## src/rtl/muldiv_unit_pkg.sv

```systemverilog
// RV32M multiply/divide op codes, FSM state encoding and operand-signedness helpers.
// Shared by the iterative unit and anything decoding M-extension instructions.
package muldiv_unit_pkg;

   localparam logic [6:0] FUNCT7_MULDIV = 7'b0000001;

   localparam logic [2:0] MD_MUL    = 3'b000;
   localparam logic [2:0] MD_MULH   = 3'b001;
   localparam logic [2:0] MD_MULHSU = 3'b010;
   localparam logic [2:0] MD_MULHU  = 3'b011;
   localparam logic [2:0] MD_DIV    = 3'b100;
   localparam logic [2:0] MD_DIVU   = 3'b101;
   localparam logic [2:0] MD_REM    = 3'b110;
   localparam logic [2:0] MD_REMU   = 3'b111;

   typedef enum logic [1:0] {
      IDLE = 2'd0,
      CALC = 2'd1,
      FIX  = 2'd2,
      DONE = 2'd3
   } md_state_e;

   function automatic logic rs1_signed(input logic [2:0] f);
      return (f == MD_MULH) || (f == MD_MULHSU) || (f == MD_DIV) || (f == MD_REM);
   endfunction

   function automatic logic rs2_signed(input logic [2:0] f);
      return (f == MD_MULH) || (f == MD_DIV) || (f == MD_REM);
   endfunction

endpackage

```

## src/rtl/muldiv_unit_core_iter.sv

```systemverilog
// One shift-add multiply step or one restoring-divide step on unsigned magnitudes.
// Purely combinational; the caller registers the outputs once per cycle.
module muldiv_core_iter #(
   parameter int XLEN = 32
) (
   input  logic              is_div,
   input  logic [2*XLEN-1:0] acc,
   input  logic [XLEN:0]     rem,
   input  logic [XLEN-1:0]   opnd,
   output logic [2*XLEN-1:0] acc_next,
   output logic [XLEN:0]     rem_next
);

   logic [XLEN:0] add_sum;
   logic [XLEN:0] shifted;
   logic [XLEN:0] diff;

   // Multiply: acc = {partial product, remaining multiplier bits}.
   // Divide: acc[XLEN-1:0] shifts dividend bits out and quotient bits in.
   always_comb begin
      add_sum  = {1'b0, acc[2*XLEN-1:XLEN]} + (acc[0] ? {1'b0, opnd} : '0);
      shifted  = {rem[XLEN-1:0], acc[XLEN-1]};
      diff     = shifted - {1'b0, opnd};
      acc_next = '0;
      rem_next = rem;
      if (is_div) begin
         acc_next = {acc[2*XLEN-1:XLEN], acc[XLEN-2:0], ~diff[XLEN]};
         rem_next = diff[XLEN] ? shifted : diff;
      end else begin
         acc_next = {add_sum, acc[XLEN-1:1]};
      end
   end

endmodule

```

## src/rtl/muldiv_unit.sv

```systemverilog
// Iterative RV32M multiply/divide: XLEN cycles per op plus accept, 2 cycles for div special cases.
// start is only honoured in IDLE; requests while busy or on the done cycle are dropped, not queued.
module muldiv_unit
   import muldiv_unit_pkg::*;
#(
   parameter int XLEN = 32
) (
   input  logic            clk,
   input  logic            rst_n,
   input  logic            start,
   input  logic [2:0]      funct3,
   input  logic [XLEN-1:0] rs1,
   input  logic [XLEN-1:0] rs2,
   output logic            busy,
   output logic            done,
   output logic [XLEN-1:0] result
);

   localparam int CW = $clog2(XLEN) + 1;
   localparam logic [XLEN-1:0] INT_MIN = {1'b1, {(XLEN-1){1'b0}}};

   md_state_e         state;
   logic [CW-1:0]     cnt;
   logic [2:0]        op;
   logic              neg;
   logic [2*XLEN-1:0] acc;
   logic [2*XLEN-1:0] acc_next;
   logic [XLEN:0]     rem;
   logic [XLEN:0]     rem_next;
   logic [XLEN-1:0]   opnd;

   logic              s1, s2, div0, ovf;
   logic [XLEN-1:0]   mag1, mag2, fix_val, calc_res, quo, rmd;
   logic [2*XLEN-1:0] prod;

   muldiv_core_iter #(.XLEN(XLEN)) u_iter (
      .is_div   (op[2]),
      .acc      (acc),
      .rem      (rem),
      .opnd     (opnd),
      .acc_next (acc_next),
      .rem_next (rem_next)
   );

   always_comb begin
      s1      = rs1[XLEN-1] & rs1_signed(funct3);
      s2      = rs2[XLEN-1] & rs2_signed(funct3);
      mag1    = s1 ? -rs1 : rs1;
      mag2    = s2 ? -rs2 : rs2;
      div0    = (rs2 == '0);
      ovf     = ((funct3 == MD_DIV) || (funct3 == MD_REM)) && (rs1 == INT_MIN) && (rs2 == '1);
      // funct3[1] separates REM/REMU from DIV/DIVU
      fix_val = div0 ? (funct3[1] ? rs1 : '1) : (funct3[1] ? '0 : INT_MIN);

      prod = neg ? -acc_next : acc_next;
      quo  = neg ? -acc_next[XLEN-1:0] : acc_next[XLEN-1:0];
      rmd  = neg ? -rem_next[XLEN-1:0] : rem_next[XLEN-1:0];
      if (!op[2]) calc_res = (op == MD_MUL) ? prod[XLEN-1:0] : prod[2*XLEN-1:XLEN];
      else        calc_res = op[1] ? rmd : quo;
   end

   always_ff @(posedge clk or negedge rst_n) begin
      if (!rst_n) begin
         state  <= IDLE;
         cnt    <= '0;
         op     <= '0;
         neg    <= 1'b0;
         acc    <= '0;
         rem    <= '0;
         opnd   <= '0;
         busy   <= 1'b0;
         done   <= 1'b0;
         result <= '0;
      end else begin
         done <= 1'b0;
         case (state)
            IDLE: begin
               if (start) begin
                  op   <= funct3;
                  cnt  <= '0;
                  rem  <= '0;
                  busy <= 1'b1;
                  neg  <= (funct3[2] & funct3[1]) ? s1 : (s1 ^ s2);
                  if (funct3[2] && (div0 || ovf)) begin
                     state <= FIX;
                     acc   <= {{XLEN{1'b0}}, fix_val};
                  end else begin
                     state <= CALC;
                     acc   <= {{XLEN{1'b0}}, funct3[2] ? mag1 : mag2};
                     opnd  <= funct3[2] ? mag2 : mag1;
                  end
               end
            end
            CALC: begin
               acc <= acc_next;
               rem <= rem_next;
               if (cnt == CW'(XLEN-1)) begin
                  state  <= DONE;
                  cnt    <= '0;
                  busy   <= 1'b0;
                  done   <= 1'b1;
                  result <= calc_res;
               end else begin
                  cnt <= cnt + 1'b1;
               end
            end
            FIX: begin
               state  <= DONE;
               busy   <= 1'b0;
               done   <= 1'b1;
               result <= acc[XLEN-1:0];
            end
            DONE:    state <= IDLE;
            default: state <= IDLE;
         endcase
      end
   end

endmodule
```

## config.mk

```make
export PLATFORM = sky130hd
export DESIGN_NAME = muldiv_unit
export DESIGN_NICKNAME = d
export VERILOG_FILES = /design/src/rtl/muldiv_unit_pkg.sv /design/src/rtl/muldiv_unit_core_iter.sv /design/src/rtl/muldiv_unit.sv
export SDC_FILE = /design/constraint.sdc
export NUM_CORES = 1
export LEC_CHECK = 0
export ABC_CLOCK_PERIOD_IN_PS = 16149
export BUFFER_PORTS_ARGS = -buffer_cell sky130_fd_sc_hd__buf_2
export CAP_MARGIN = 10
export CELL_PAD_IN_SITES_DETAIL_PLACEMENT = 1
export CELL_PAD_IN_SITES_GLOBAL_PLACEMENT = 2
export CORE_UTILIZATION = 41
export CTS_CLUSTER_SIZE = 14
export DETAILED_ROUTE_END_ITERATION = 10
export PLACE_DENSITY_LB_ADDON = 0.25
export SKIP_LAST_GASP = 1
export SYNTH_ARGS = -nofsm -noshare
export SYNTH_HDL_FRONTEND = slang
export SYNTH_HIERARCHICAL = 1
export SYNTH_SLANG_ARGS = --single-unit
export TNS_END_PERCENT = 100
```

## constraint.sdc

```tcl
create_clock -name clk -period 16.15 [get_ports clk]
set_input_delay 3.23 -clock clk [delete_from_list [all_inputs] [get_ports clk]]
set_output_delay 3.23 -clock clk [all_outputs]
set_load 0.01 [all_outputs]
```

Yosys cells after proc, flatten, opt, wreduce, memory -nomap -nowiden
Index checks and enable logic that the tools add are counted.
{"block": "word_totals", "regBits": 174, "out_inout_bits": 34, "wordCells": 95}
{"block": "classes", "add_sub_neg": 8, "eq_ne": 12, "muxes": 37, "n_bitwise": 6, "reduce_logical": 22}
{"operator": "32-bit 2-to-1 mux", "n": 18}
{"operator": "64-bit 2-to-1 mux", "n": 3}
{"operator": "32-bit negator", "n": 4}
{"operator": "32-bit one-hot mux with 2 select lines", "n": 2}
{"operator": "64-bit one-hot mux with 2 select lines", "n": 1}
{"operator": "32-bit equality test, second input constant", "n": 2}
{"operator": "64-bit negator", "n": 1}
{"operator": "32-bit by 33-bit adder with 33-bit output", "n": 1}
{"operator": "33-bit by 32-bit subtractor with 33-bit output", "n": 1}
{"operator": "32-bit zero test", "n": 1}
{"operator": "6-bit 2-to-1 mux", "n": 2}
{"operator": "6-bit one-hot mux with 2 select lines", "n": 1}
{"operator": "2-bit one-hot mux with 4 select lines", "n": 1}
{"operator": "2-bit AND reduction", "n": 4}
{"operator": "1-bit logical OR", "n": 7}
{"operator": "6-bit by 1-bit adder with 6-bit output, second input constant", "n": 1}
{"operator": "3-bit equality test, second input constant", "n": 2}
{"operator": "6-bit by 5-bit equality test with 1-bit output, second input constant", "n": 1}
{"operator": "2-bit 2-to-1 mux", "n": 3}
{"operator": "3-bit AND reduction", "n": 2}
{"operator": "2-bit equality test, second input constant", "n": 2}
{"operator": "1-bit 2-to-1 mux", "n": 4}
{"operator": "2-bit != test, second input constant", "n": 2}
{"operator": "2-bit nonzero test", "n": 2}
{"operator": "other kinds (12)", "n": 17}

Logic depth before layout (Yosys ltp)
{"block": "logic_depth", "depth_word": 10, "mapped_depth": 27, "mapped_depth_nobuf": 25}

Modules after synthesis
The synthesis kept the hierarchy.
{"mod": "muldiv_unit", "instances": 1, "cells_per_inst": 1526, "area_per_inst_um2": 12584.6, "seq_area_each_um2": 4379.2}
{"mod": "muldiv_core_iter", "instances": 1, "cells_per_inst": 735, "area_per_inst_um2": 4989.8, "seq_area_each_um2": 0.0}

Least setup slack after synthesis
Ideal clock, no wire load.
{"block": "synth_timing", "path_kind": "reg-to-reg", "startpoint": "register rem[9]", "endpoint": "register result[2]", "setup_time_ns": 0.082, "arrival_ns": 5.670, "required_time_ns": 16.068, "setup_slack_ns": 10.398, "path_stages_with_launch": 26, "path_buffers": 3, "synth_period_minus_slack_ns": 5.752, "cell_sequence": "dfrtp_1 > ha_1 > a21oi_2 > nand2_1 > o311a_1 > nor3_1 > o31ai_4 > a21oi_2 > o21ai_2 > nand3_1 > nand2_1 > ha_1 > clkbuf_1 > clkbuf_1 > nand2_1 > o21ai_0 > inv_1 > ha_1 > or3b_2 > or4_1 > buf_2 > or4_1 > o31ai_1 > xnor2_1 > o21ai_1 > a31oi_1"}
{"block": "synth_between", "elab_chain_len": 9, "elab_cells_between_ends": 16}
{"element": "from (decl)", "line": "muldiv_unit.sv:28", "source": "logic [XLEN:0] rem;"}
{"element": "from (signal assigned)", "line": "muldiv_unit.sv:96", "source": "rem <= rem_next;"}
{"element": "33-bit by 32-bit subtractor with 33-bit output (*)", "line": "muldiv_unit_core_iter.sv:23", "source": "diff = shifted - {1'b0, opnd};"}
{"element": "1-bit NOT (*)", "line": "muldiv_unit_core_iter.sv:27", "source": "acc_next = {acc[2*XLEN-1:XLEN], acc[XLEN-2:0], ~diff[XLEN]};"}
{"element": "64-bit 2-to-1 mux (*)", "line": "muldiv_unit_core_iter.sv:26", "source": "if (is_div) begin"}
{"element": "named net acc_next[0]", "line": "muldiv_unit.sv:27", "source": "logic [2*XLEN-1:0] acc_next;"}
{"element": "64-bit negator / 32-bit negator (equally long branches)", "line": "muldiv_unit.sv:55, muldiv_unit.sv:56"}
{"element": "64-bit 2-to-1 mux / 32-bit 2-to-1 mux (equally long branches)", "line": "muldiv_unit.sv:55, muldiv_unit.sv:56"}
{"element": "32-bit 2-to-1 mux (on tied branches)", "line": "muldiv_unit.sv:58, muldiv_unit.sv:59"}
{"element": "32-bit 2-to-1 mux (*)", "line": "muldiv_unit.sv:58", "source": "if (!op[2]) calc_res = (op == MD_MUL) ? prod[XLEN-1:0] : prod[2*XLEN-1:XLEN];"}
{"element": "32-bit 2-to-1 mux (*)", "line": "muldiv_unit.sv:97", "source": "if (cnt == CW'(XLEN-1)) begin"}
{"element": "32-bit one-hot mux with 2 select lines (*)", "line": "muldiv_unit.sv:76", "source": "case (state)"}
{"element": "to (signal assigned)", "line": "muldiv_unit.sv:102", "source": "result <= calc_res;"}
{"element": "to (signal assigned)", "line": "muldiv_unit.sv:111", "source": "result <= acc[XLEN-1:0];"}
{"element": "to (decl)", "line": "muldiv_unit.sv:16", "source": "output logic [XLEN-1:0] result"}
Mark *: on every way through the listed nets, which the timed path passes. The rest lies on a longest branch. The select of a mux whose other input is x is not followed.
A chain may end at the register's enable or synchronous reset.

Final worst setup path
{"block": "layout_timing", "startpoint": "input port rs2[1]", "endpoint": "register acc[12]"}
{"block": "layout_between", "elab_chain_len": 7, "elab_cells_between_ends": 12}
{"element": "from (decl)", "line": "muldiv_unit.sv:13", "source": "input logic [XLEN-1:0] rs2,"}
{"element": "parallel branches: the longest is 4 deep, another holds 32-bit negator"}
{"element": "32-bit 2-to-1 mux (*)", "line": "muldiv_unit.sv:84", "source": "if (funct3[2] && (div0 || ovf)) begin"}
{"element": "64-bit 2-to-1 mux (*)", "line": "muldiv_unit.sv:78", "source": "if (start) begin"}
{"element": "64-bit one-hot mux with 2 select lines (*)", "line": "muldiv_unit.sv:76"}
{"element": "to (signal assigned)", "line": "muldiv_unit.sv:86", "source": "acc <= {{XLEN{1'b0}}, fix_val};"}
{"element": "to (signal assigned)", "line": "muldiv_unit.sv:89", "source": "acc <= {{XLEN{1'b0}}, funct3[2] ? mag1 : mag2};"}
{"element": "to (signal assigned)", "line": "muldiv_unit.sv:95", "source": "acc <= acc_next;"}
{"element": "to (decl)", "line": "muldiv_unit.sv:26", "source": "logic [2*XLEN-1:0] acc;"}
Every way passes the cells marked *. The select of a mux whose other input is x is not followed.

==> metrics.cfg <==
[die]
start_util_pct = 41.70
die_area_um2 = 43580
ioPinCount = 104
rows = 75
die_x_um = 208.8
core_um2 = 42040
die_y_um = 208.8

[cells_and_area]
seq_area_um2 = 4362
nets = 2430
nFillCells = 5248
area_delta_synth_final_pct = 9.065
fin_area_um2 = 19120
finalNonFillerCells = 2837
drive_gt1_share_pct = 11.98
multi_input_area_um2 = 12340

[status]
status = finished, final reports clean

[place]
port_buffers = 103
place_area_um2 = 18580
place.detailed.hpwl_um = 60420
place_inst = 2803
globalplace.congestion = 0.9709

[setup_path]
r2r_cells = 25
r2r_start = acc[31]$_DFFE_PN0P_
cp.required_ps = 16470
critPathLaunchType = input port
regToRegSetupSlack_ps = 9050
crit_path_max_fanout = 19
crit_arrival_ps = 7730
path_class = input port to flop
endpoint_kind = flop
r2r_end = result[28]$_DFFE_PN0P_

[timing]
rsz0062_at_grt = false
setup_violations = 0
fin_tns_setup_ps = 0
min_period_ps = 7405
max_freq_mhz = 135.0
worst_pin_slew_ps = 1250
holdWs_ps = 485.1
max_slew_margin_pct = 14.50
worst_clock_skew_ps = 12.35
fin_crit_sh_pct = 45.85
hold_violations = 0
slew_violations = 0

[cts]
numCtsBuffers = 17
cts_tree = yes
cts_buffer_depth = 2
root_buffer = clkbuf_16
clock_latency_ps = 500
cts.htree.levels = 4
postCtsResizedCells = 0
cts.sinks = 174
postCtsHoldBufs = 0
clk_pin_slew_ps = 80
cts_setup_buffers = 0

[synthesis]
yosysWarningCount = 6
synth.net_count = 2405
syn_inst = 2258
syn_avg_cell_area_um2 = 7.763
syn_area_um2 = 17530

[pwr]
ir_drop_uv = 156.7
leakagePower_uw = 0.007734
finalPower_uw = 4549
p_per_area_nw_per_um2 = 237.9

[grt]
grt_max_degree = 81
grt_pass1_wl_um = 119300
grt_usage_pct = 36.40
grt_pass1_vias = 18580
overflow = 0
antenna_found_initial = 6

[routing]
drt-initial-drc-count = 1909
drtPass1Iterations = 5
via_per_inst = 6.625
wl_per_cell_um = 27.93
vias = 18800
drc = 0
antenna_left = 0
drt_wl_total_um = 79230

[job]
drv_cap = 0

[min_path]
hp-start = cnt[5]$_DFFE_PN0P_
min_path_type = flop to flop
hold_depth = 1
holdPathEnd = cnt[5]$_DFFE_PN0P_

-- registers in the layout, summed over array words and instances (netlist names) --
name and cells:
busy 1, done 1, rem 32, cnt 6, neg 1, result 32, state 2, op 3
opnd 32, acc 64
-- worst max path at each step --
stage                             from               endpoint
finish                          rs2[1]    acc[12]$_DFFE_PN0P_
global route                    rs2[1]    acc[12]$_DFFE_PN0P_
CTS                             rs2[0]    acc[12]$_DFFE_PN0P_
detailed placement              rs2[0]    acc[12]$_DFFE_PN0P_
global placement                rs2[0]    acc[14]$_DFFE_PN0P_
floorplan           rem[9]$_DFFE_PN0P_  result[2]$_DFFE_PN0P_
-- final cells by class --
class,count,area share [%]
multi-input cells,1858,64.55
flip-flops and latches,174,22.81
repair buffers,154,4.732
well taps,539,3.527
clock buffers,18,2.245
inverters,78,1.531
clock inverters,14,0.5694
diodes,2,0.02618
-- placed cells by master (no fill, tap or decap), types with 63 or more instances in the layout --
cell	n
o21ai_0	223
nand2_1	212
dfrtp_1	172
a21oi_1	169
nor2_1	143
xnor2_1	106
buf_2	103
xor2_1	80
ha_1	75
inv_1	74
a22o_1	63
-- power breakdown --
| group | switching, uW | internal (uW) |
|---|---|---|
| Clock | 217 | 199 |
| Combinational | 2160 | 1120 |
| Sequential | 237 | 620 |
-- per-stage QoR --
stage          setup slack (ps)  utilization (%)
5_1_grt                    8668            45.46
3_3_place_gp               8384            44.17
6_report                   8745            45.48
3_5_place_dp               8429            44.18
4_1_cts                    8937            45.46
2_1_floorplan             10400                -
-- layer usage --
metal / vias to the layer above / share of wire (%) / track usage [%] / wire (um)
li1: 8405 / - / - / -
met1: 9496 / 43 / 48.36 / 33940
met2: 736 / 45 / 56.77 / 35790
met3: 157 / 7.0 / 6.162 / 5534
met4: 2 / 5.0 / 18.66 / 3959
met5: - / 0.011 / 0 / 9
-- critical path, stage by stage --
cell       delay [ps]
buf_2             130
inv_1             100
ha_1              200
nor3b_1           380
nand3_1           320
nor4_2            930
a21oi_1           440
and2_1            590
a2111oi_0        1200
o21ai_1           200
Note: power is estimated with default switching activity, not from simulation.
